$ cat config.mk
export PLATFORM = sky130hd
export DESIGN_NAME = mem_port_arbiter
export DESIGN_NICKNAME = d
export VERILOG_FILES = /design/src/rtl/mem_port_arbiter.sv
export SDC_FILE = /design/constraint.sdc
export NUM_CORES = 1
export LEC_CHECK = 0
export CORE_ASPECT_RATIO = 1.2
export CORE_UTILIZATION = 32
export CTS_CLUSTER_SIZE = 14
export DETAILED_ROUTE_END_ITERATION = 16
export GPL_TIMING_DRIVEN = 0
export HOLD_SLACK_MARGIN = 0.15
export PLACE_DENSITY = 0.73
export REMOVE_ABC_BUFFERS = 1
export SLEW_MARGIN = 20
export SYNTH_ARGS = -nofsm -noshare
export SYNTH_HDL_FRONTEND = slang
export SYNTH_SLANG_ARGS = --single-unit
$ cat constraint.sdc
create_clock -name clk -period 2.3 [get_ports clk]
set_input_delay 0.345 -clock clk [delete_from_list [all_inputs] [get_ports clk]]
set_output_delay 0.345 -clock clk [all_outputs]
set_load 0.05 [all_outputs]
$ cat src/rtl/mem_port_arbiter.sv
// Arbiter/sequencer sharing one single-port RAM (1-cycle registered read) between
// an instruction-fetch port and a data load/store port. Round-robin on ties.
module mem_port_arbiter #(
    parameter int AW = 9,
    parameter int DW = 32,
    parameter int CW = 16
) (
    input  logic          clk,
    input  logic          reset,
    input  logic          i_req,
    input  logic [AW-1:0] i_addr,
    output logic          i_ack,
    output logic [DW-1:0] i_rdata,
    input  logic          d_req,
    input  logic          d_we,
    input  logic [AW-1:0] d_addr,
    input  logic [DW-1:0] d_wdata,
    output logic          d_ack,
    output logic [DW-1:0] d_rdata,
    output logic          ram_read,
    output logic          ram_write,
    output logic [AW-1:0] ram_addr,
    output logic [DW-1:0] ram_wdata,
    input  logic [DW-1:0] ram_rdata,
    output logic          busy,
    output logic [CW-1:0] i_count,
    output logic [CW-1:0] d_count
);

    typedef enum logic [1:0] {IDLE, ACCESS, DONE} state_t;

    state_t state, state_nxt;
    logic   take, grant_d;
    logic   owner_d, last_d, we_q, write_q;

    always_ff @(posedge clk) begin
        if (reset) state <= IDLE;
        else       state <= state_nxt;
    end

    // last_d == 0 means I owned the previous grant, so D wins a tie.
    always_comb begin
        state_nxt = state;
        take      = 1'b0;
        grant_d   = 1'b0;
        unique case (state)
            IDLE: begin
                if (i_req || d_req) begin
                    take      = 1'b1;
                    grant_d   = d_req && (!i_req || !last_d);
                    state_nxt = ACCESS;
                end
            end
            ACCESS:  state_nxt = DONE;
            DONE:    state_nxt = IDLE;
            default: state_nxt = IDLE;
        endcase
    end

    always_ff @(posedge clk) begin
        if (reset) begin
            owner_d   <= 1'b0;
            last_d    <= 1'b0;
            we_q      <= 1'b0;
            ram_read  <= 1'b0;
            write_q   <= 1'b0;
            ram_addr  <= '0;
            ram_wdata <= '0;
            i_ack     <= 1'b0;
            d_ack     <= 1'b0;
            busy      <= 1'b0;
            i_count   <= '0;
            d_count   <= '0;
        end else begin
            i_ack <= 1'b0;
            d_ack <= 1'b0;
            unique case (state)
                IDLE: begin
                    if (take) begin
                        owner_d   <= grant_d;
                        last_d    <= grant_d;
                        we_q      <= grant_d && d_we;
                        ram_read  <= !(grant_d && d_we);
                        write_q   <= grant_d && d_we;
                        ram_addr  <= grant_d ? d_addr : i_addr;
                        ram_wdata <= (grant_d && d_we) ? d_wdata : '0;
                        busy      <= 1'b1;
                    end
                end
                ACCESS: begin
                    ram_read  <= 1'b0;
                    write_q   <= 1'b0;
                    ram_wdata <= '0;
                    d_ack     <= owner_d;
                    i_ack     <= !owner_d;
                    if (owner_d) begin
                        if (d_count != '1) d_count <= d_count + 1'b1;
                    end else begin
                        if (i_count != '1) i_count <= i_count + 1'b1;
                    end
                end
                DONE:    busy <= 1'b0;
                default: busy <= 1'b0;
            endcase
        end
    end

    // A write whose sampling edge sees reset must not reach the RAM.
    assign ram_write = write_q && !reset;

    assign i_rdata = i_ack ? ram_rdata : '0;
    assign d_rdata = (d_ack && !we_q) ? ram_rdata : '0;

endmodule

# Word level (Yosys, flattened, before mapping)
# Cells that the tools add are included.
word_totals:
  register_bits: 82
  out_inout_bits: 142
classes:
  addsub: 2
  n_eq_ne: 5
  muxes: 18
  bitwise_logic: 2
  n_reduce_logical: 19
op_table:
  columns: ["cell", "n"]
  rows:
  - ["2-to-1 mux 32 bit", 4]
  - ["one-hot mux 32 bit (2 select lines)", 1]
  - ["adder 16 x 1 -> 16 bit, second input constant", 2]
  - ["inequality test 16 bit, second input constant", 2]
  - ["2-to-1 mux 9 bit", 1]
  - ["2-to-1 mux 1 bit", 7]
  - ["one-hot mux 1 bit (2 select lines)", 3]
  - ["AND reduction 2 bit", 3]
  - ["AND reduction 3 bit", 2]
  - ["zero test 1 bit", 5]
  - ["logical AND 1 bit", 4]
  - ["inequality test 2 bit, second input constant", 2]
  - ["one-hot mux 2 bit (2 select lines)", 1]
  - ["equality test 2 x 1 -> 1 bit, second input constant", 1]
  - ["zero test 2 bit", 1]
  - ["logical OR 1 bit", 2]
  - ["2-to-1 mux 2 bit", 1]
  - ["NOT 1 bit", 2]
  - ["nonzero test 2 bit", 1]
  - ["OR reduction 2 bit", 1]

# Depth between registers and ports, before layout
logic_depth:
  ltp_word: 9
  ltp_mapped: 6
  depth_no_buf: 5

# Least setup slack after synthesis
# OpenSTA, ideal clock, no wires.
synth_path:
  path_type: "flip-flop to flip-flop"
  from: "register d_count[0]"
  to: "register d_count[10]"
  setup_ns: 0.123
  arrival_ns: 2.029
  required_ns: 2.177
  slack_ns: 0.148
  path_stages_with_launch: 7
  n_path_buf: 1
  synth_period_minus_slack_ns: 2.152
  cell_sequence: "dfxtp_1 ha_1 nand3_2 nand2b_1 buf_2 nor4_1 mux2_1"
synth_via:
  elab_chain_cells: 2
  elab_cells_between_ends: 3
  cone_classes: "add/sub: 1; eq/ne: 1; reduce/logical: 1"
synth_rtl:
  columns: ["item", "line", "text"]
  rows:
  - ["start: declaration", "27", "output logic [CW-1:0] d_count"]
  - ["start signal: assignment", "97", "if (d_count != '1) d_count <= d_count + 1'b1;"]
  - ["branches (longest 2 deep; another with adder 16 x 1 -> 16 bit)", null, null]
# Parallel ways; which one is timed is not known.
# A chain may end at the register's enable or synchronous reset.

# Worst setup path in the final report
layout_path:
  from: "register i_ack"
  to: "output port i_ack"
layout_rtl:
  columns: ["item", "line", "text"]
  rows:
  - ["start: declaration", "12", "output logic i_ack,"]
  - ["start signal: assignment", "95", "i_ack <= !owner_d;"]
# No word-level cell between the ends.

==> results.ini <==
[place]
dp_slack_ps=41.5
io_buffers=228
dp_hpwl_um=9670
place_congestion=0.785
place_area_um2=6240

[clocking]
root_buffer=clkbuf_16
ctsResizeCount=37
path_clk_slew_ps=60
clock-sinks=82
cts_setup_buffers=0
clk_latency_ps=340
htreeDepth=3
clk_path_buf_depth=2
cts_hold_buf=0
cts_tree=yes
numCtsBuffers=9

[yosys]
ys_types=49
async_flop_share_pct=0
syn_inst=429
synth_top_area_share_pct=42.9
synth_common_cells=82 x dfxtp_1, 65 x and2_1, 31 x nand2_1, 29 x a22o_1, 24 x a21oi_1
yosysSeqAreaShare_pct=42.9
avgSynthCellArea_um2=8.92
synth_edf_count=0
synth_most_common_cell=dfxtp_1
synthFlopType=dfxtp_1
yosys.area.top_type=dfxtp_1
synth-seq-cells=82
synth_area_um2=3820
synthTopCellsByArea=dfxtp_1 43%, and2_1 11%, a22o_1 6.6%, a21oi_1 3.1%, nand2_1 3.0%
yosysWarnings=0

[critical_path]
cp_max_fo=33
crit_start=i_ack
rr_startpoint=d_count[0]
max_stage_delay_ps=880
reg2reg_depth=5
crit_cells=1
crit_end=i_ack
crit_chain=clkdlybuf4s50_1
arrival_ps=1810
start_kind=flop
path_buf_inv=1
critPathCaptureType=primary output
worstPathRequired_ps=1960
r2r-end=d_count[1]
critPathKind=reg2out
rrSetupSlack_ps=340
crit_slowest_cell=clkdlybuf4s50_1
crit_family=buffers and inverters

[global_routing]
grt_first_pass_wirelength_um=18500
grt.total_usage_pct=19.4
grt_pass1_vias=3726
grt_max_degree=34
antenna_found_initial=5
overflow=0

[route]
drtIter0Drc=156
wl_met1_um=4590
wl_met3_um=1440
detail-route-antenna-nets=0
drc_errors=0
dr.pass1.iters=4
via_count=4106
via_per_inst=5.09
wl_um=12400
route.met2.wl_um=6230
wl_per_cell_um=15.4
route.top_layer_used=met5

[cells_and_area]
syn2layout_area_growth_pct=71.0
stdcell_area_um2=6540
drive_gt1_share_pct=7.72
nNetsFinal=733

[min_path]
min_path_type=reg2reg

[pwr]
swShare_pct=27.6
ir_drop_uv=404
p_clk_share_pct=40.0
comb_power_share_pct=19.7
power_density_nw_per_um2=575
p_int_mw=2.72
p_leak_nw=2.99
p_sw_mw=1.04
p_seq_share_pct=40.3

[die]
rows=43
coreArea_um2=11600
dieWidth_um=102
start_util_pct=32.9
die-height_um=122
io_pins=229
die_area_um2=12400

[outcome]
status=completed

[sta]
fmax_ghz=0.464
worst_slack_ps=145
period_share_pct=93.7
rsz0062_at_grt=no
slew_viol_final=0
worst_pin_slew_ps=727
fin_crit_ps=2150
hold_viol_final=0
setup_viol=0
finClkSkew_ps=4.95
slew_headroom_pct=51.4

[flow_run]
drv_cap=0

power by group through the flow:
| stage | Combinational, mW | Sequential, mW | Clock, mW |
|---|---|---|---|
| floorplan | 0.232 | 1.70 | 0 |
| global placement | 0.731 | 1.54 | 0 |
| detailed placement | 0.751 | 1.55 | 0 |
| CTS | 0.748 | 1.52 | 1.53 |
| global route | 0.783 | 1.52 | 1.61 |
| finish | 0.741 | 1.52 | 1.51 |
worst min path at each step:
stage / end / cells after the start / start
after global routing: ram_wdata[1] / 1 / ram_wdata[1]
final: ram_wdata[1] / 1 / ram_wdata[1]
after floorplan: busy / 1 / reset
after global placement: ram_wdata[17] / 1 / ram_wdata[17]
after detailed placement: ram_wdata[2] / 1 / ram_wdata[2]
after CTS: ram_wdata[17] / 1 / ram_wdata[17]
final cells by class:
type,instances,area (um2)
Tap cell,157,196
Clock buffer,9,225
Sequential cell,82,1640
Multi-Input combinational cell,315,2060
Timing Repair Buffer,232,2310
Inverter,4,15.0
Fill cell,1054,5080
Clock inverter,6,82.6
Antenna cell,2,5.00
sequential cells by signal, summed over array words and instances, names as in the netlist, 2 cells and up:
name	flops
d_count	16
i_count	16
ram_wdata	32
state	2
ram_addr	9
per-layer routing:
layer	GRT usage, %	up-vias
li1	-	2002
met1	19.7	1906
met2	34.7	176
met3	9.01	16
met4	6.16	6
met5	0	-
through the flow:
stage / util [%] / power (mW) / std cells / hold slack, ps / TNS [ps]
global route: 56.2 / 3.91 / 805 / 483 / 0
floorplan: - / 1.93 / 401 / 414 / -22.9
finish: 56.3 / 3.76 / 807 / 473 / 0
CTS: 56.1 / 3.80 / 805 / 476 / 0
detailed placement: 53.7 / 2.30 / 790 / 457 / 0
global placement: 53.2 / 2.27 / 786 / 457 / -89150
cell families after synthesis:
group / count (synthesis) / synth area share [%]
xor gates and xnor gates: 1 / 0.229
buffers and inverters: 32 / 3.70
DFF: 82 / 42.9
adders and majority gates: 2 / 0.654
and+or+nand+nor: 208 / 32.2
muxes: 4 / 1.14
AOI/OAI and AO/OA: 100 / 19.2
cells in the final DEF, fill, tap and decap left out, drive strengths merged, types with 15 or more instances in the layout:
cell type        n
a21oi           24
a22o            29
and2            65
clkbuf          27
clkdlybuf4s50  162
dfxtp           82
dlygate4sd2     15
dlymetal6s2s    31
nand2           31
nor2            23
(Power assumes the default switching activity.)
